**config.mk**
```make
export PLATFORM = sky130hd
export DESIGN_NAME = seq_pattern_tx
export DESIGN_NICKNAME = d
export VERILOG_FILES = /design/src/rtl/seq_pattern_tx.sv
export SDC_FILE = /design/constraint.sdc
export NUM_CORES = 1
export LEC_CHECK = 0
export ABC_AREA = 1
export BUFFER_PORTS_ARGS = -buffer_cell sky130_fd_sc_hd__buf_2
export CAP_MARGIN = 0
export CELL_PAD_IN_SITES_DETAIL_PLACEMENT = 0
export CELL_PAD_IN_SITES_GLOBAL_PLACEMENT = 1
export CORE_UTILIZATION = 45
export CTS_CLUSTER_DIAMETER = 100
export DETAILED_ROUTE_END_ITERATION = 16
export GPL_ROUTABILITY_DRIVEN = 0
export GPL_TIMING_DRIVEN = 0
export PLACE_DENSITY = 0.85
export SYNTH_ARGS = -nofsm -noshare
export SYNTH_HDL_FRONTEND = slang
export SYNTH_SLANG_ARGS = --single-unit
```
**constraint.sdc**
```tcl
create_clock -name clk -period 2.7 [get_ports clk]
set_input_delay 0.27 -clock clk [delete_from_list [all_inputs] [get_ports clk]]
set_output_delay 0.27 -clock clk [all_outputs]
set_load 0.02 [all_outputs]
```
**src/rtl/seq_pattern_tx.sv**
```systemverilog
// seq_pattern_tx: serial pattern transmitter feeding the sequence detectors.
// Sends a PAT_W-bit pattern MSB first, one bit per clock, repeated reps times,
// with GAP_CYCLES idle cycles between repetitions. All outputs are registered.
// Optional feature macro: SEQ_TX_PARITY_EN appends an even-parity bit to each
// repetition (state PAR).
// Ports:
//   clk, rst           clock, asynchronous active-high reset
//   start              request, accepted only in IDLE
//   use_default        1: send DEFAULT_PAT, 0: send pattern
//   pattern            pattern captured on accepted start
//   repeat_cnt         repetitions captured on accepted start (0 -> 1)
//   abort              synchronous cancel, back to IDLE without done
//   out_seq, out_valid serial bit and its qualifier
//   busy, done         transfer in progress / one-cycle completion pulse
module seq_pattern_tx #(
    parameter int unsigned       PAT_W       = 4,
    parameter int unsigned       CNT_W       = 8,
    parameter int unsigned       GAP_CYCLES  = 0,
    parameter logic [PAT_W-1:0]  DEFAULT_PAT = PAT_W'(4'b1100)
) (
    input  logic             clk,
    input  logic             rst,
    input  logic             start,
    input  logic             use_default,
    input  logic [PAT_W-1:0] pattern,
    input  logic [CNT_W-1:0] repeat_cnt,
    input  logic             abort,
    output logic             out_seq,
    output logic             out_valid,
    output logic             busy,
    output logic             done
);

    localparam int unsigned IDX_W = (PAT_W > 1) ? $clog2(PAT_W) : 1;
    localparam int unsigned GAP_W = (GAP_CYCLES > 1) ? $clog2(GAP_CYCLES) : 1;
    localparam logic [IDX_W-1:0] LAST_IDX = IDX_W'(PAT_W - 1);
    localparam logic [GAP_W-1:0] LAST_GAP = GAP_W'(GAP_CYCLES - 1);

    typedef enum logic [2:0] {
        S_IDLE,
        S_SHIFT,
        S_GAP,
`ifdef SEQ_TX_PARITY_EN
        S_PAR,
`endif
        S_DONE
    } state_t;

    state_t           state, state_d, after_rep;
    logic [PAT_W-1:0] sh, sh_d, pat_q, pat_q_d, pat_sel;
    logic [IDX_W-1:0] idx, idx_d;
    logic [CNT_W-1:0] reps, reps_d;
    logic [GAP_W-1:0] gap_cnt, gap_cnt_d;
    logic             last_bit, rep_done, reload;
    logic             seq_d, valid_d, busy_d, done_d;

    assign pat_sel  = use_default ? DEFAULT_PAT : pattern;
    assign last_bit = (state == S_SHIFT) && (idx == LAST_IDX);
`ifdef SEQ_TX_PARITY_EN
    assign rep_done = (state == S_PAR);
`else
    assign rep_done = last_bit;
`endif

    // State register
    always_ff @(posedge clk or posedge rst) begin
        if (rst) state <= S_IDLE;
        else     state <= state_d;
    end

    // Next-state logic; abort overrides everything outside IDLE
    always_comb begin
        state_d = state;
        if (reps > CNT_W'(1)) begin
            if (GAP_CYCLES == 0) after_rep = S_SHIFT;
            else                 after_rep = S_GAP;
        end else begin
            after_rep = S_DONE;
        end
        case (state)
            S_IDLE:  if (start && !abort) state_d = S_SHIFT;
            S_SHIFT: begin
                if (last_bit) begin
`ifdef SEQ_TX_PARITY_EN
                    state_d = S_PAR;
`else
                    state_d = after_rep;
`endif
                end
            end
`ifdef SEQ_TX_PARITY_EN
            S_PAR:   state_d = after_rep;
`endif
            S_GAP:   if (gap_cnt == LAST_GAP) state_d = S_SHIFT;
            S_DONE:  state_d = S_IDLE;
            default: state_d = S_IDLE;
        endcase
        if (abort && (state != S_IDLE)) state_d = S_IDLE;
    end

    // Datapath next values: capture, shift, reload between repetitions
    always_comb begin
        sh_d      = sh;
        pat_q_d   = pat_q;
        idx_d     = idx;
        reps_d    = reps;
        gap_cnt_d = '0;
        reload    = (state_d == S_SHIFT) && (state != S_IDLE)
                    && ((state != S_SHIFT) || last_bit);
        case (state)
            S_IDLE: begin
                if (state_d == S_SHIFT) begin
                    pat_q_d = pat_sel;
                    sh_d    = pat_sel;
                    idx_d   = '0;
                    reps_d  = (repeat_cnt == '0) ? CNT_W'(1) : repeat_cnt;
                end
            end
            S_SHIFT: begin
                sh_d  = {sh[PAT_W-2:0], 1'b0};
                idx_d = last_bit ? '0 : idx + IDX_W'(1);
            end
            S_GAP:   gap_cnt_d = gap_cnt + GAP_W'(1);
            default: ;
        endcase
        if (rep_done && (reps != '0)) reps_d = reps - CNT_W'(1);
        if (reload) begin
            sh_d  = pat_q;
            idx_d = '0;
        end
    end

    // Output decode from the upcoming state so outputs can be registered
    always_comb begin
        seq_d   = 1'b0;
        valid_d = 1'b0;
        busy_d  = 1'b0;
        done_d  = 1'b0;
        case (state_d)
            S_SHIFT: begin
                seq_d   = sh_d[PAT_W-1];
                valid_d = 1'b1;
                busy_d  = 1'b1;
            end
`ifdef SEQ_TX_PARITY_EN
            S_PAR: begin
                seq_d   = ^pat_q_d;
                valid_d = 1'b1;
                busy_d  = 1'b1;
            end
`endif
            S_GAP:   busy_d = 1'b1;
            S_DONE:  done_d = 1'b1;
            default: ;
        endcase
    end

    // Datapath and output registers
    always_ff @(posedge clk or posedge rst) begin
        if (rst) begin
            sh        <= '0;
            pat_q     <= '0;
            idx       <= '0;
            reps      <= '0;
            gap_cnt   <= '0;
            out_seq   <= 1'b0;
            out_valid <= 1'b0;
            busy      <= 1'b0;
            done      <= 1'b0;
        end else begin
            sh        <= sh_d;
            pat_q     <= pat_q_d;
            idx       <= idx_d;
            reps      <= reps_d;
            gap_cnt   <= gap_cnt_d;
            out_seq   <= seq_d;
            out_valid <= valid_d;
            busy      <= busy_d;
            done      <= done_d;
        end
    end

endmodule

```
# Yosys cells after proc, flatten, opt, wreduce, memory -nomap -nowiden
# Index checks and enable logic that the tools add are counted.
# classes
n_mux	23
order_cmp	1
n_addsub	3
n_eq_ne	8
n_reduce_logical	19
# op_table
cell	n
8-bit 2-to-1 mux	4
3-bit 2-to-1 mux	4
4-bit 2-to-1 mux	3
3-bit by 2-bit == test with 1-bit output, second input constant	3
3-bit one-hot mux with 3 select lines	1
8-bit by 1-bit greater-than comparator with 1-bit output, second input constant	1
8-bit logical NOT	1
2-bit 2-to-1 mux	4
4-bit one-hot mux with 2 select lines	1
8-bit nonzero test	1
8-bit by 1-bit subtractor with 8-bit output, second input constant	1
3-bit by 1-bit == test with 1-bit output, second input constant	2
1-bit logical AND	6
2-bit AND reduction	3
3-bit nonzero test	2
1-bit 2-to-1 mux	5
2-bit one-hot mux with 2 select lines	1
2-bit nonzero test	2
3-bit logical NOT	1
3-bit by 1-bit != test with 1-bit output, second input constant	1
3-bit != test, second input constant	1
2-bit by 1-bit adder with 2-bit output, second input constant	1
2-bit == test, second input constant	1
2-bit OR reduction	1
other kinds (3)	3
# word_totals
register_bits	26
word_cells	65

# Depth between registers and ports, before layout
# Gate-level depths: netlist of run 1.
# depth
word_depth	10
mapped_depth	12

# Least setup slack after synthesis of run 1
# No wires, ideal clock.
# synth_timing
path_kind	register -> register
startpoint	register reps[0]
endpoint	register sh[0]
setup_slack_ns	1.211
path_stages_with_launch	13
arrival_time_ns	1.409
required_time_ns	2.620
setup_ns	0.080
synth_period_minus_slack_ns	1.489
cell_sequence	dfrtp_1 -> inv_1 -> ha_1 -> inv_1 -> nand2_1 -> nand2_1 -> nor2_1 -> nand2_2 -> nand2_4 -> nor2_8 -> nor2_2 -> nand2_1 -> o211ai_2
# synth_via
elab_chain_cells	10
elab_cells_between_ends	12
classes_between	order compare (1); eq/ne (2); mux (5); reduce/logical (4)
# synth_lines
element	line	text
start, declared	52	logic [CNT_W-1:0] reps, reps_d;
start signal, assigned	174	reps <= reps_d;
8-bit by 1-bit greater-than comparator with 1-bit output (*)	74	if (reps > CNT_W'(1)) begin
2-bit 2-to-1 mux (*)	74	
3-bit 2-to-1 mux (*)	83	if (last_bit) begin
3-bit one-hot mux with 3 select lines (*)	80	case (state)
3-bit 2-to-1 mux (*)	98	if (abort && (state != S_IDLE)) state_d = S_IDLE;
3-bit by 1-bit == test with 1-bit output (*)	108, 112	
1-bit logical AND	108	reload = (state_d == S_SHIFT) && (state != S_IDLE)
1-bit logical AND	109	&& ((state != S_SHIFT) || last_bit);
3-bit != test (no source line) / 3-bit nonzero test (equally long branches)	-	
2-bit AND reduction (no source line)	-	
end signal, assigned	161	sh <= '0;
end signal, assigned	171	sh <= sh_d;
end, declared	50	logic [PAT_W-1:0] sh, sh_d, pat_q, pat_q_d, pat_sel;
# Mark *: on every way between the ends. The rest lies on a longest branch, timed or not.
# A chain may end at the register's enable or synchronous reset.

# Worst setup path in the final report of run 1
# layout_timing
startpoint	register reps[0]
endpoint	register sh[1]
# The elaborated chain is that of the path after synthesis.

==> summary.md, run 1 <==
| Metric | Value |
|---|---|
| Run status | `complete, no violations` |
| Placed cell count | `236` |
| Syn avg cell area | `8.66 sq um` |
| Topmost layer with routed signal wires | `met4` |
| Fin worst setup slack | `0.991 ns` |
| Count of unresolved DRC violations after routing | `0` |
| Critical setup path kind | `flop to flop` |
| Proportion of layout cells with a drive suffix above 1 | `0.291` |
| Final #Nets | `218` |
| Count of instances resized after the clock tree is built | `0` |
| Core Footprint | `3100 sq um` |
| Clock sinks | `26` |
| Setup repair after global routing missed its margin | `no` |
| Worst setup timing slack at the placement stage | `1.03 ns` |
| Number of synthesized register bits | `26` |
| Clock transition at the registers of the reported paths | `0.14 ns` |
| Post-detailed-route via-to-cell ratio | `4.94` |
| Count of max-cap constraint violations | `0` |
| Lkg Pwr | `0.843 nW` |
| PwrDens | `545 nW/um^2` |
| Routed vias | `1185` |
| Register-to-register setup slack | `0.99 ns` |
| Count of H-tree levels built during CTS | `1` |
| Clock skew after layout | `0.00552 ns` |
| Most numerous cell on the critical path | `sky130_fd_sc_hd__nand2_1` |
| Post-Layout Cell Count | `240` |
| Clock insertion delay at the later pin of the skew report | `0.31 ns` |
| Startpoint of the worst register-to-register path | `reps[0]$_DFFE_PP0P_` |
| Worst reg2reg path depth | `12` |
| Final period demand of the worst path | `1.71 ns` |
| Final routed wirelength across all metal layers | `2750 um` |
| Leading cell type in the layout, fill and taps excluded | `sky130_fd_sc_hd__nand2_1` |
| Min-delay worst type | `input pin to asynchronous set/reset pin` |
| Cell area after synthesis | `1490 sq um` |
| Critical-path cell with the highest stage delay | `sky130_fd_sc_hd__dfrtp_1` |
| Headroom to the max-slew limit | `0.346` |
| Number of buffers between clock root and the deepest sink | `2` |
| Setup repair bufs after CTS | `0` |
| Router iterations before antenna repair | `4` |
| TritonCTS clock tree | `built` |
| Post-Synthesis Cells | `172` |
| Final routed wire length divided by cell count | `11.5 um` |
| Setup violation total in the final timing report | `0` |
| Commonest non-fill, non-tap cells in the layout | `36 x sky130_fd_sc_hd__nand2_1, 26 x sky130_fd_sc_hd__dfrtp_1, 22 x sky130_fd_sc_hd__inv_1` |
| Worst supply voltage drop on vdd | `0.000223 V` |
| Post-Route Setup TNS | `0 ns` |
| Initial DRC count | `42` |
| Root buffer cell | `sky130_fd_sc_hd__clkbuf_4` |
| Biggest fanout along the worst timing path | `5` |
| Overall routing resource usage | `0.184` |
| Register area share after synthesis | `0.437` |
| Initial standard-cell utilization of the core | `0.480` |
| Kind of capture point of the worst setup path | `flop` |
| Longest individual stage delay on the worst path | `0.46 ns` |
| Total global routing overflow | `0` |
| Yosys synthesis warning count | `0` |
| Ports placed on the boundary | `21` |
| Post-synthesis cell type count | `31` |
| Highest achievable clock rate | `585 MHz` |
| CP Buf/Inv Count | `2` |
| Cell-by-cell trace of the critical path | `inv_1, ha_1, inv_1, nand2_1, nand2_1, nor2_1, nand2_2, nand2_4, nor2_8, nor2_2, nand2_1, o211ai_2` |
| Worst R2R End | `sh[1]$_DFFE_PP0P_` |
| Floorplan die width | `59.5 um` |
| Largest net degree at the start of global routing | `27` |
| Period Utilization, post-route | `0.633` |
| Largest delay share family, worst path | `simple AND/OR/NAND/NOR gates` |
| Met1 layer wirelength in the final routing | `1380 um` |
| CP required | `2.94 ns` |
| Hold-fix buffers, CTS | `0` |
| Chip height | `59.5 um` |
| Filler instances | `319` |
| Final HPWL DP | `2170 um` |
| Routed wl met2 | `1300 um` |
| Count of pins over their slew limit | `0` |
| Detailed route wirelength on metal3 | `57 um` |
| Total count of hold-check failures in the final report | `0` |
| Quantity of I/O buffers inserted on ports | `20` |
| Number of rows in the core area | `20` |
| Clock buffers created by TritonCTS | `3` |
| Worst endpoint data arrival time | `1.95 ns` |
| Kind of start point of the critical path | `flop` |
| Slew at the pin with the worst max-slew slack | `0.980 ns` |
| Overall die area | `3550 sq um` |
| Area overhead of the layout relative to synthesis | `12.8%` |
| Global-route wire length before repair | `4890 um` |
| Post-synth net total | `193` |
| Number of global-route vias before repair | `1100` |
| Antenna Nets Post-Route | `0` |
| Antenna violations before repair | `0` |
| Antenna diode count | `0` |
## synth_stat cells (all sizes together)
library cell  instances  area share
nor3                  9       0.034
nor2                 22       0.093
a221oi                2       0.012
o211ai                6       0.040
o31ai                 2       0.010
nand3                13       0.057
o22ai                 1      0.0042
o311ai                1      0.0059
buf                   2       0.011
xor2                  1      0.0059
nand2                41        0.12
dfrtp                26        0.44
inv                  26       0.065
a211oi                1      0.0050
ha                    4       0.034
o21ai                 8       0.032
conb                  1      0.0025
a21oi                 5       0.024
xnor2                 1      0.0059
## state kept, by name, indices dropped and copies added (netlist names)
signal,flops
busy,1
done,1
gap_cnt,1
idx,2
out_seq,1
out_valid,1
pat_q,4
reps,8
sh,4
state,3
## metal layers
layer  up-vias  track usage
li1        604            -
met1       564        0.258
met2        15        0.307
met3         2       0.0197
met4         0       0.0399
met5         -            0
## cell families (layout without fill, tap and decap cells)
family          count (synthesis)  count (layout)  share of synthesized area
simple gates                   85              85                      0.306
buf+inv                        28              52                     0.0764
compound gates                 26              26                      0.134
flops                          26              26                      0.437
fa+ha+maj                       4               4                     0.0336
xor+xnor                        2               2                     0.0118
other cells                     1               1                    0.00252
## worst max path at each step
stage,cells past startpoint,slack [ns],start,end
6_report,12,0.99,reps[0]$_DFFE_PP0P_,sh[1]$_DFFE_PP0P_
5_1_grt,12,0.81,reps[0]$_DFFE_PP0P_,sh[1]$_DFFE_PP0P_
4_1_cts,12,0.99,reps[0]$_DFFE_PP0P_,sh[1]$_DFFE_PP0P_
3_5_place_dp,12,1.03,reps[0]$_DFFE_PP0P_,sh[1]$_DFFE_PP0P_
3_3_place_gp,12,1.05,reps[0]$_DFFE_PP0P_,sh[0]$_DFFE_PP0P_
2_1_floorplan,12,1.21,reps[0]$_DFFE_PP0P_,sh[0]$_DFFE_PP0P_
## layout make-up
cell class,instances,area (sq um),area share
multi-input combinational,118,726,0.432
timing repair buffer,20,100,0.0595
clock buffer,4,36.3,0.0216
tap,44,55.1,0.0327
inverter,26,97.6,0.0580
sequential,26,651,0.387
buffer,2,16.3,0.00967
## power by group
group	internal (mW)	switching, mW	total (mW)
Clock	0.0822	0.112	0.194
Sequential	0.455	0.0459	0.501
Combinational	0.0889	0.132	0.221
Total	0.627	0.290	0.916
## metrics by stage
step / instance area [sq um] / utilization / total power, mW / hold slack, ns
final: 1680 / 0.542 / 0.916 / 0.159
after global routing: 1680 / 0.542 / 0.984 / 0.186
after CTS: 1680 / 0.542 / 0.930 / 0.192
after detailed placement: 1650 / 0.530 / 0.732 / 0.460
after global placement: 1650 / 0.530 / 0.724 / 0.450
after floorplan: 1490 / - / 0.674 / 0.310
Note: power is estimated with default switching activity, not from simulation.
==> inputs of run 2 (changes only) <==
- CORE_UTILIZATION: 45 -> 38
- PLACE_DENSITY: 0.85 -> 0.77
- clock period: 2.7 -> 1.39 ns (I/O delays scaled with it)
==> run 2 against run 1 <==
The run now ends with negative setup slack left. Clock-buffer cell count shrank 1. Final cell count up 11%. Clock skew hardly changed. Fmax up 8.3%. Critical path depth decreased by 3. Global-route usage down 0.53 points. Setup slack worse by 1.2 ns.
==> summary.md, run 2 (same netlist as run 1, synthesis figures left out) <==
| Metric | Value |
|---|---|
| Run status | `finished with violations` |
| Violated checks | `negative setup slack` |
| Largest register FFs | `8 (unchanged)` |
| Area overhead of the layout relative to synthesis | `39.4%` |
| Fin util | `0.559 (+0.0170)` |
| Register with the most flip-flops | `reps` |
| Setup repair after global routing missed its margin | `yes` |
| Design Power | `2.12 mW (+130%)` |
| Register-to-register setup slack | `-0.19 ns (-1.18 ns)` |
| Total count of hold-check failures in the final report | `0 (unchanged)` |
| Total global routing overflow | `0 (unchanged)` |
| Global-route wire length before repair | `5810 um (+19%)` |
| Critical setup path kind | `flop to flop` |
| Clock sinks | `26 (unchanged)` |
| Clock transition at the registers of the reported paths | `0.09 ns (-0.05 ns)` |
| Final routed wirelength across all metal layers | `3520 um (+28%)` |
| Number of global-route vias before repair | `1315 (+20%)` |
| Antenna Nets Post-Route | `0 (unchanged)` |
| Clock buffers created by TritonCTS | `3 (unchanged)` |
| Chip height | `64.6 um (+8.5%)` |
| Fin worst setup slack | `-0.188 ns (-1.18 ns)` |
| Largest regs | `reps (8), pat_q (4), sh (4)` |
| Antenna violations before repair | `0 (unchanged)` |
| Core Footprint | `3720 sq um (+20%)` |
| Period Utilization, post-route | `1.14 (+0.503)` |
| Root buffer cell | `sky130_fd_sc_hd__clkbuf_8` |
| Biggest fanout along the worst timing path | `5 (unchanged)` |
| Worst endpoint data arrival time | `1.73 ns (-0.22 ns)` |
| Count of unresolved DRC violations after routing | `0 (unchanged)` |
| Initial DRC count | `54 (+29%)` |
| Setup violation total in the final timing report | `16 (+16)` |
| Number of buffers between clock root and the deepest sink | `2 (unchanged)` |
| TritonCTS clock tree | `built` |
| Router iterations before antenna repair | `4 (unchanged)` |
| Headroom to the max-slew limit | `0.330 (-0.0162)` |
| Fin area | `2080 sq um (+24%)` |
| Largest net degree at the start of global routing | `27 (unchanged)` |
| Overall routing resource usage | `0.178 (-0.00531)` |
| Lkg Pwr | `0.979 nW (+16%)` |
| CP required | `1.55 ns (-1.39 ns)` |
| Final HPWL DP | `2290 um (+5.7%)` |
| Worst setup timing slack at the placement stage | `-0.286 ns (-1.31 ns)` |
| Slew at the pin with the worst max-slew slack | `1.00 ns (+0.0243 ns)` |
| Post-Route Setup TNS | `-1.88 ns (-1.88 ns)` |
| PwrDens | `1020 nW/um^2 (+87%)` |
| Count of H-tree levels built during CTS | `1 (unchanged)` |
| Leading cell type in the layout, fill and taps excluded | `sky130_fd_sc_hd__dfrtp_1` |
| Final routed wire length divided by cell count | `13.2 um (+15%)` |
| P_sw | `0.716 mW (+150%)` |
| Min-delay worst type | `input pin to asynchronous set/reset pin` |
| Antenna diode count | `0 (unchanged)` |
| Quantity of I/O buffers inserted on ports | `20 (unchanged)` |
| Share of total power consumed by net switching | `0.337 (+0.0212)` |
| Overall die area | `4180 sq um (+18%)` |
| Worst R2R End | `reps[5]$_DFFE_PP0P_` |
| Clock skew after layout | `0.00601 ns (+0.000497 ns)` |
| Initial standard-cell utilization of the core | `0.401 (-0.0792)` |
| Count of pins over their slew limit | `0 (unchanged)` |
| Power share of the clock group | `0.204 (-0.008)` |
| Highest achievable clock rate | `634 MHz (+8.3%)` |
| Final period demand of the worst path | `1.58 ns (-0.131 ns)` |
| Number of rows in the core area | `22 (+10%)` |
| Count of max-cap constraint violations | `0 (unchanged)` |
| Kind of start point of the critical path | `flop` |
| Clock insertion delay at the later pin of the skew report | `0.27 ns (-0.04 ns)` |
| Post-detailed-route via-to-cell ratio | `4.99 (+1.0%)` |
| Internal power component | `1.41 mW (+120%)` |
| Ports placed on the boundary | `21 (unchanged)` |
| Worst supply voltage drop on vdd | `0.000534 V (+140%)` |
| Startpoint of the worst register-to-register path | `reps[0]$_DFFE_PP0P_` |
| Kind of capture point of the worst setup path | `flop` |
| Final #Nets | `241 (+11%)` |
| Commonest non-fill, non-tap cells in the layout | `25 x sky130_fd_sc_hd__dfrtp_1, 23 x sky130_fd_sc_hd__nand2_1, 21 x sky130_fd_sc_hd__buf_4` |
| Routed vias | `1327 (+12%)` |
| Instance area after placement | `1670 sq um (+1.2%)` |
| Floorplan die width | `64.6 um (+8.5%)` |
| Hold-fix buffers, CTS | `0 (unchanged)` |
| Combinational group share of total power | `0.330 (+0.089)` |
| Worst reg2reg path depth | `9 (-3)` |
| Sequential share of power | `0.466 (-0.081)` |
| Proportion of layout cells with a drive suffix above 1 | `0.550 (+0.260)` |
==> run 2: changes by cell type in the layout (fill, tap and decap cells not counted), sizes merged <==
| cell | delta |
|---|---|
| buf | +23 |
| clkbuf | -1 |
==> run 2: stage by stage <==
stage	hold slack, ns	std cells
after floorplan	0.179	172
after global placement	0.399	240
after detailed placement	0.400	240
after CTS	0.116	257
after global routing	0.128	266
final	0.0953	266
==> run 2: power groups by stage <==
stage / Combinational (mW) / Sequential (mW) / Clock [mW]
final: 0.701 / 0.988 / 0.433
after global routing: 0.764 / 1.00 / 0.480
after CTS: 0.572 / 0.979 / 0.437
after detailed placement: 0.446 / 0.987 / 0
after global placement: 0.437 / 0.983 / 0
after floorplan: 0.345 / 0.974 / 0
==> run 2: worst max-delay path by stage <==
stage | slack, ns | cells past startpoint | startpoint | to
after detailed placement | -0.29 | 8 | state[0]$_DFF_PP0_ | sh[1]$_DFFE_PP0P_
final | -0.19 | 9 | reps[0]$_DFFE_PP0P_ | reps[5]$_DFFE_PP0P_
after global placement | -0.26 | 8 | state[0]$_DFF_PP0_ | sh[1]$_DFFE_PP0P_
after CTS | -0.17 | 12 | reps[1]$_DFFE_PP0P_ | out_seq$_DFF_PP0_
after global routing | -0.28 | 9 | reps[0]$_DFFE_PP0P_ | reps[4]$_DFFE_PP0P_
after floorplan | -0.06 | 12 | reps[0]$_DFFE_PP0P_ | out_seq$_DFF_PP0_
==> run 2: final cells by class <==
| cell class | count | area, sq um |
|---|---|---|
| plain buffers | 2 | 18.8 |
| clock buffers | 3 | 41.3 |
| fillers | 334 | 1640 |
| inverters | 26 | 105 |
| multi-input cells | 118 | 916 |
| flip-flops and latches | 26 | 652 |
| well taps | 48 | 60.1 |
| repair buffers | 43 | 284 |
==> run 2: per-layer routing <==
metal  vias to the layer above  global-route usage  part of all wire
met5                         -                   0                 0
met2                        24               0.312              0.51
met4                         0              0.0806             0.012
li1                        652                   -                 -
met1                       647               0.216              0.45
met3                         4              0.0246             0.025
==> run 2: worst max-delay path, stage by stage, from the launching register on <==
cell	delay (ns)
sky130_fd_sc_hd__dfrtp_1	0.42
sky130_fd_sc_hd__inv_2	0.09
sky130_fd_sc_hd__buf_4	0.12
sky130_fd_sc_hd__ha_4	0.12
sky130_fd_sc_hd__nand2_2	0.06
sky130_fd_sc_hd__o21ai_4	0.25
sky130_fd_sc_hd__buf_6	0.17
sky130_fd_sc_hd__nor3_2	0.04
sky130_fd_sc_hd__a21oi_1	0.12
sky130_fd_sc_hd__o22ai_1	0.08
==> run 2: repair_timing <==
item,4_1_cts,5_1_grt
gates resized for setup,28,28
cloned,0,1
setup endpoints to repair,19,19
pin swaps,17,19
buffers inserted,14,8
==> inputs of run 3 (changes only) <==
- BUFFER_PORTS_ARGS: -buffer_cell sky130_fd_sc_hd__buf_2 -> -buffer_cell sky130_fd_sc_hd__buf_4
- CORE_MARGIN: not set -> 3
==> run 3 against run 2 <==
The run still ends with negative setup slack left. Wire length is 5.5% lower. Critical path depth stayed put. First-iteration DRC count decreased by 28%. Utilization fell by 0.13 points. Non-clock buffer count down 3. Hold slack improved by 0.017 ns. Power down 1.7%. Register-to-register slack about the same. Final cell count is 0.75% lower. Fmax shrank 0.86%.
==> summary.md, run 3 (same netlist as run 1, synthesis figures left out) <==
| Metric | Value |
|---|---|
| Worst supply voltage drop on vdd | `0.000491 V (-8.1%)` |
| Post-Route Setup TNS | `-2.55 ns (-0.672 ns)` |
| PwrDens | `1010 nW/um^2 (-1.5%)` |
| Core Footprint | `3720 sq um (unchanged)` |
| Run status | `finished with violations` |
| Leading cell type in the layout, fill and taps excluded | `sky130_fd_sc_hd__buf_4` |
| Cell-by-cell trace of the critical path | `inv_2, buf_4, ha_1, nand2_1, o21ai_2, buf_6, nor3_2, a21oi_1, o22ai_1` |
| Clock insertion delay at the later pin of the skew report | `0.26 ns (about the same)` |
| Largest net degree at the start of global routing | `27 (unchanged)` |
| Capture point of the worst path | `reps[5]$_DFFE_PP0P_` |
| Count of H-tree levels built during CTS | `1 (unchanged)` |
| Setup repair after global routing missed its margin | `yes` |
| Startpoint of the worst register-to-register path | `reps[0]$_DFFE_PP0P_` |
| Hold-fix buffers, CTS | `0 (unchanged)` |
| Period Utilization, post-route | `1.15 (+0.00985)` |
| Global-route wire length before repair | `5420 um (-6.8%)` |
| Lkg Pwr | `0.975 nW (-0.36%)` |
| Critical setup path kind | `flop to flop` |
| Setup violation total in the final timing report | `18 (+2)` |
| Headroom to the max-slew limit | `0.324 (-0.00609)` |
| Count of max-cap constraint violations | `0 (unchanged)` |
| Number of rows in the core area | `22 (unchanged)` |
| Chip height | `68.6 um (+6.2%)` |
| Biggest fanout along the worst timing path | `10 (+5)` |
| Largest delay share family, worst path | `flip-flops` |
| Beginning of the critical path | `reps[0]$_DFFE_PP0P_` |
| Total count of hold-check failures in the final report | `0 (unchanged)` |
| Power share of the clock group | `0.230 (+0.026)` |
| Proportion of layout cells with a drive suffix above 1 | `0.505 (-0.0458)` |
| Clock transition at the registers of the reported paths | `0.09 ns (about the same)` |
| Root buffer cell | `sky130_fd_sc_hd__clkbuf_8` |
| Total global routing overflow | `0 (unchanged)` |
| Ports placed on the boundary | `21 (unchanged)` |
| Critical-path cell with the highest stage delay | `sky130_fd_sc_hd__dfrtp_2` |
| Clock sinks | `26 (unchanged)` |
| Final HPWL DP | `2420 um (+5.7%)` |
| CP Buf/Inv Count | `3 (unchanged)` |
| Clock buffers created by TritonCTS | `3 (unchanged)` |
| Violated checks | `negative setup slack` |
| Sequential share of power | `0.475 (+0.009)` |
| Worst endpoint data arrival time | `1.74 ns (about the same)` |
| Highest achievable clock rate | `628 MHz (-0.86%)` |
| CP required | `1.54 ns (about the same)` |
| Worst setup timing slack at the placement stage | `-0.273 ns (+0.0132 ns)` |
| Initial standard-cell utilization of the core | `0.401 (unchanged)` |
| Floorplan die width | `68.6 um (+6.2%)` |
| Final #Nets | `238 (-1.2%)` |
| Internal power component | `1.42 mW (+0.77%)` |
| Count of pins over their slew limit | `0 (unchanged)` |
| Register-to-register setup slack | `-0.20 ns (about the same)` |
| Initial DRC count | `39 (-28%)` |
| Quantity of I/O buffers inserted on ports | `20 (unchanged)` |
| Clock skew after layout | `0.00338 ns (-0.00263 ns)` |
| Final routed wirelength across all metal layers | `3320 um (-5.5%)` |
| Fin worst setup slack | `-0.202 ns (-0.0137 ns)` |
| Register with the most flip-flops | `reps` |
| Antenna Nets Post-Route | `0 (unchanged)` |
| Count of unresolved DRC violations after routing | `0 (unchanged)` |
| Final period demand of the worst path | `1.59 ns (+0.0137 ns)` |
| Combinational group share of total power | `0.295 (-0.035)` |
| CP Depth | `9 (unchanged)` |
| Worst R2R End | `reps[5]$_DFFE_PP0P_` |
| Share of total power consumed by net switching | `0.321 (-0.0167)` |
| Min-delay worst type | `input pin to asynchronous set/reset pin` |
| Overall die area | `4710 sq um (+13%)` |
| Number of buffers between clock root and the deepest sink | `2 (unchanged)` |
| Router iterations before antenna repair | `4 (unchanged)` |
| Antenna violations before repair | `0 (unchanged)` |
| Largest regs | `reps (8), pat_q (4), sh (4)` |
| Final routed wire length divided by cell count | `12.6 um (-4.8%)` |
| Slew at the pin with the worst max-slew slack | `1.01 ns (+0.00912 ns)` |
| Fin area | `2070 sq um (-0.24%)` |
| Commonest non-fill, non-tap cells in the layout | `40 x sky130_fd_sc_hd__buf_4, 24 x sky130_fd_sc_hd__nand2_1, 24 x sky130_fd_sc_hd__dfrtp_1` |
| Fin util | `0.558 (-0.00135)` |
| P_sw | `0.669 mW (-6.6%)` |
| TritonCTS clock tree | `built` |
| Largest register FFs | `8 (unchanged)` |
| Worst reg2reg path depth | `9 (unchanged)` |
| Antenna diode count | `0 (unchanged)` |
| Longest individual stage delay on the worst path | `0.46 ns (+0.04 ns)` |
| Instance area after placement | `1720 sq um (+3.0%)` |
| Overall routing resource usage | `0.154 (-0.0247)` |
| Number of global-route vias before repair | `1214 (-7.7%)` |
| Post-detailed-route via-to-cell ratio | `4.81 (-3.6%)` |
| Kind of start point of the critical path | `flop` |
| Routed vias | `1269 (-4.4%)` |
| Area overhead of the layout relative to synthesis | `39.0%` |
| Kind of capture point of the worst setup path | `flop` |
run 3: cell type report:
class	count	area, sq um
well taps	48	60.1
inverters	26	97.6
fillers	352	1640
clock buffers	4	55.1
repair buffers	40	300
flip-flops and latches	26	653
plain buffers	2	22.5
multi-input cells	118	883
run 3: worst register-to-register path: cells and delay by family, from the launching register on:
kind | cells | cell delay [ns]
simple gates | 2 | 0.10
fa+ha+maj | 1 | 0.13
flops | 1 | 0.46
compound gates | 3 | 0.41
buf+inv | 3 | 0.39
run 3: through the flow:
step	instances	hold WS, ns	power, mW
finish	264	0.113	2.09
global route	264	0.118	2.23
CTS	255	0.126	2.03
detailed placement	240	0.403	1.46
global placement	240	0.388	1.44
floorplan	172	0.179	1.32
run 3: worst min path at each step:
stage	startpoint	to	depth (start not counted)	slack, ns
floorplan	rst	busy$_DFF_PP0_	1	0.18
global placement	repeat_cnt[7]	reps[7]$_DFFE_PP0P_	3	0.39
detailed placement	repeat_cnt[3]	reps[3]$_DFFE_PP0P_	3	0.40
CTS	repeat_cnt[3]	reps[3]$_DFFE_PP0P_	3	0.13
global route	repeat_cnt[7]	reps[7]$_DFFE_PP0P_	3	0.12
finish	rst	pat_q[0]$_DFFE_PP0P_	2	0.11
run 3: power groups by stage:
stage | Clock, mW | Combinational [mW] | Sequential [mW]
detailed placement | 0 | 0.467 | 0.991
global placement | 0 | 0.453 | 0.983
finish | 0.480 | 0.615 | 0.992
CTS | 0.500 | 0.547 | 0.978
floorplan | 0 | 0.345 | 0.974
global route | 0.537 | 0.687 | 1.01
run 3: timing repair:
item,4_1_cts,5_1_grt
setup buffers,11,9
pin swaps,6,19
endpoints found under the setup margin,19,21
gates resized for setup,15,27
endpoints found under the hold margin,0,0
run 3: per-layer routing:
layer | routed length [um] | track usage | vias to the layer above
met5 | 0 | 0 | -
met4 | 19 | 0.0447 | 0
met3 | 129 | 0.0259 | 2
met2 | 1650 | 0.265 | 20
met1 | 1530 | 0.196 | 605
li1 | - | - | 642
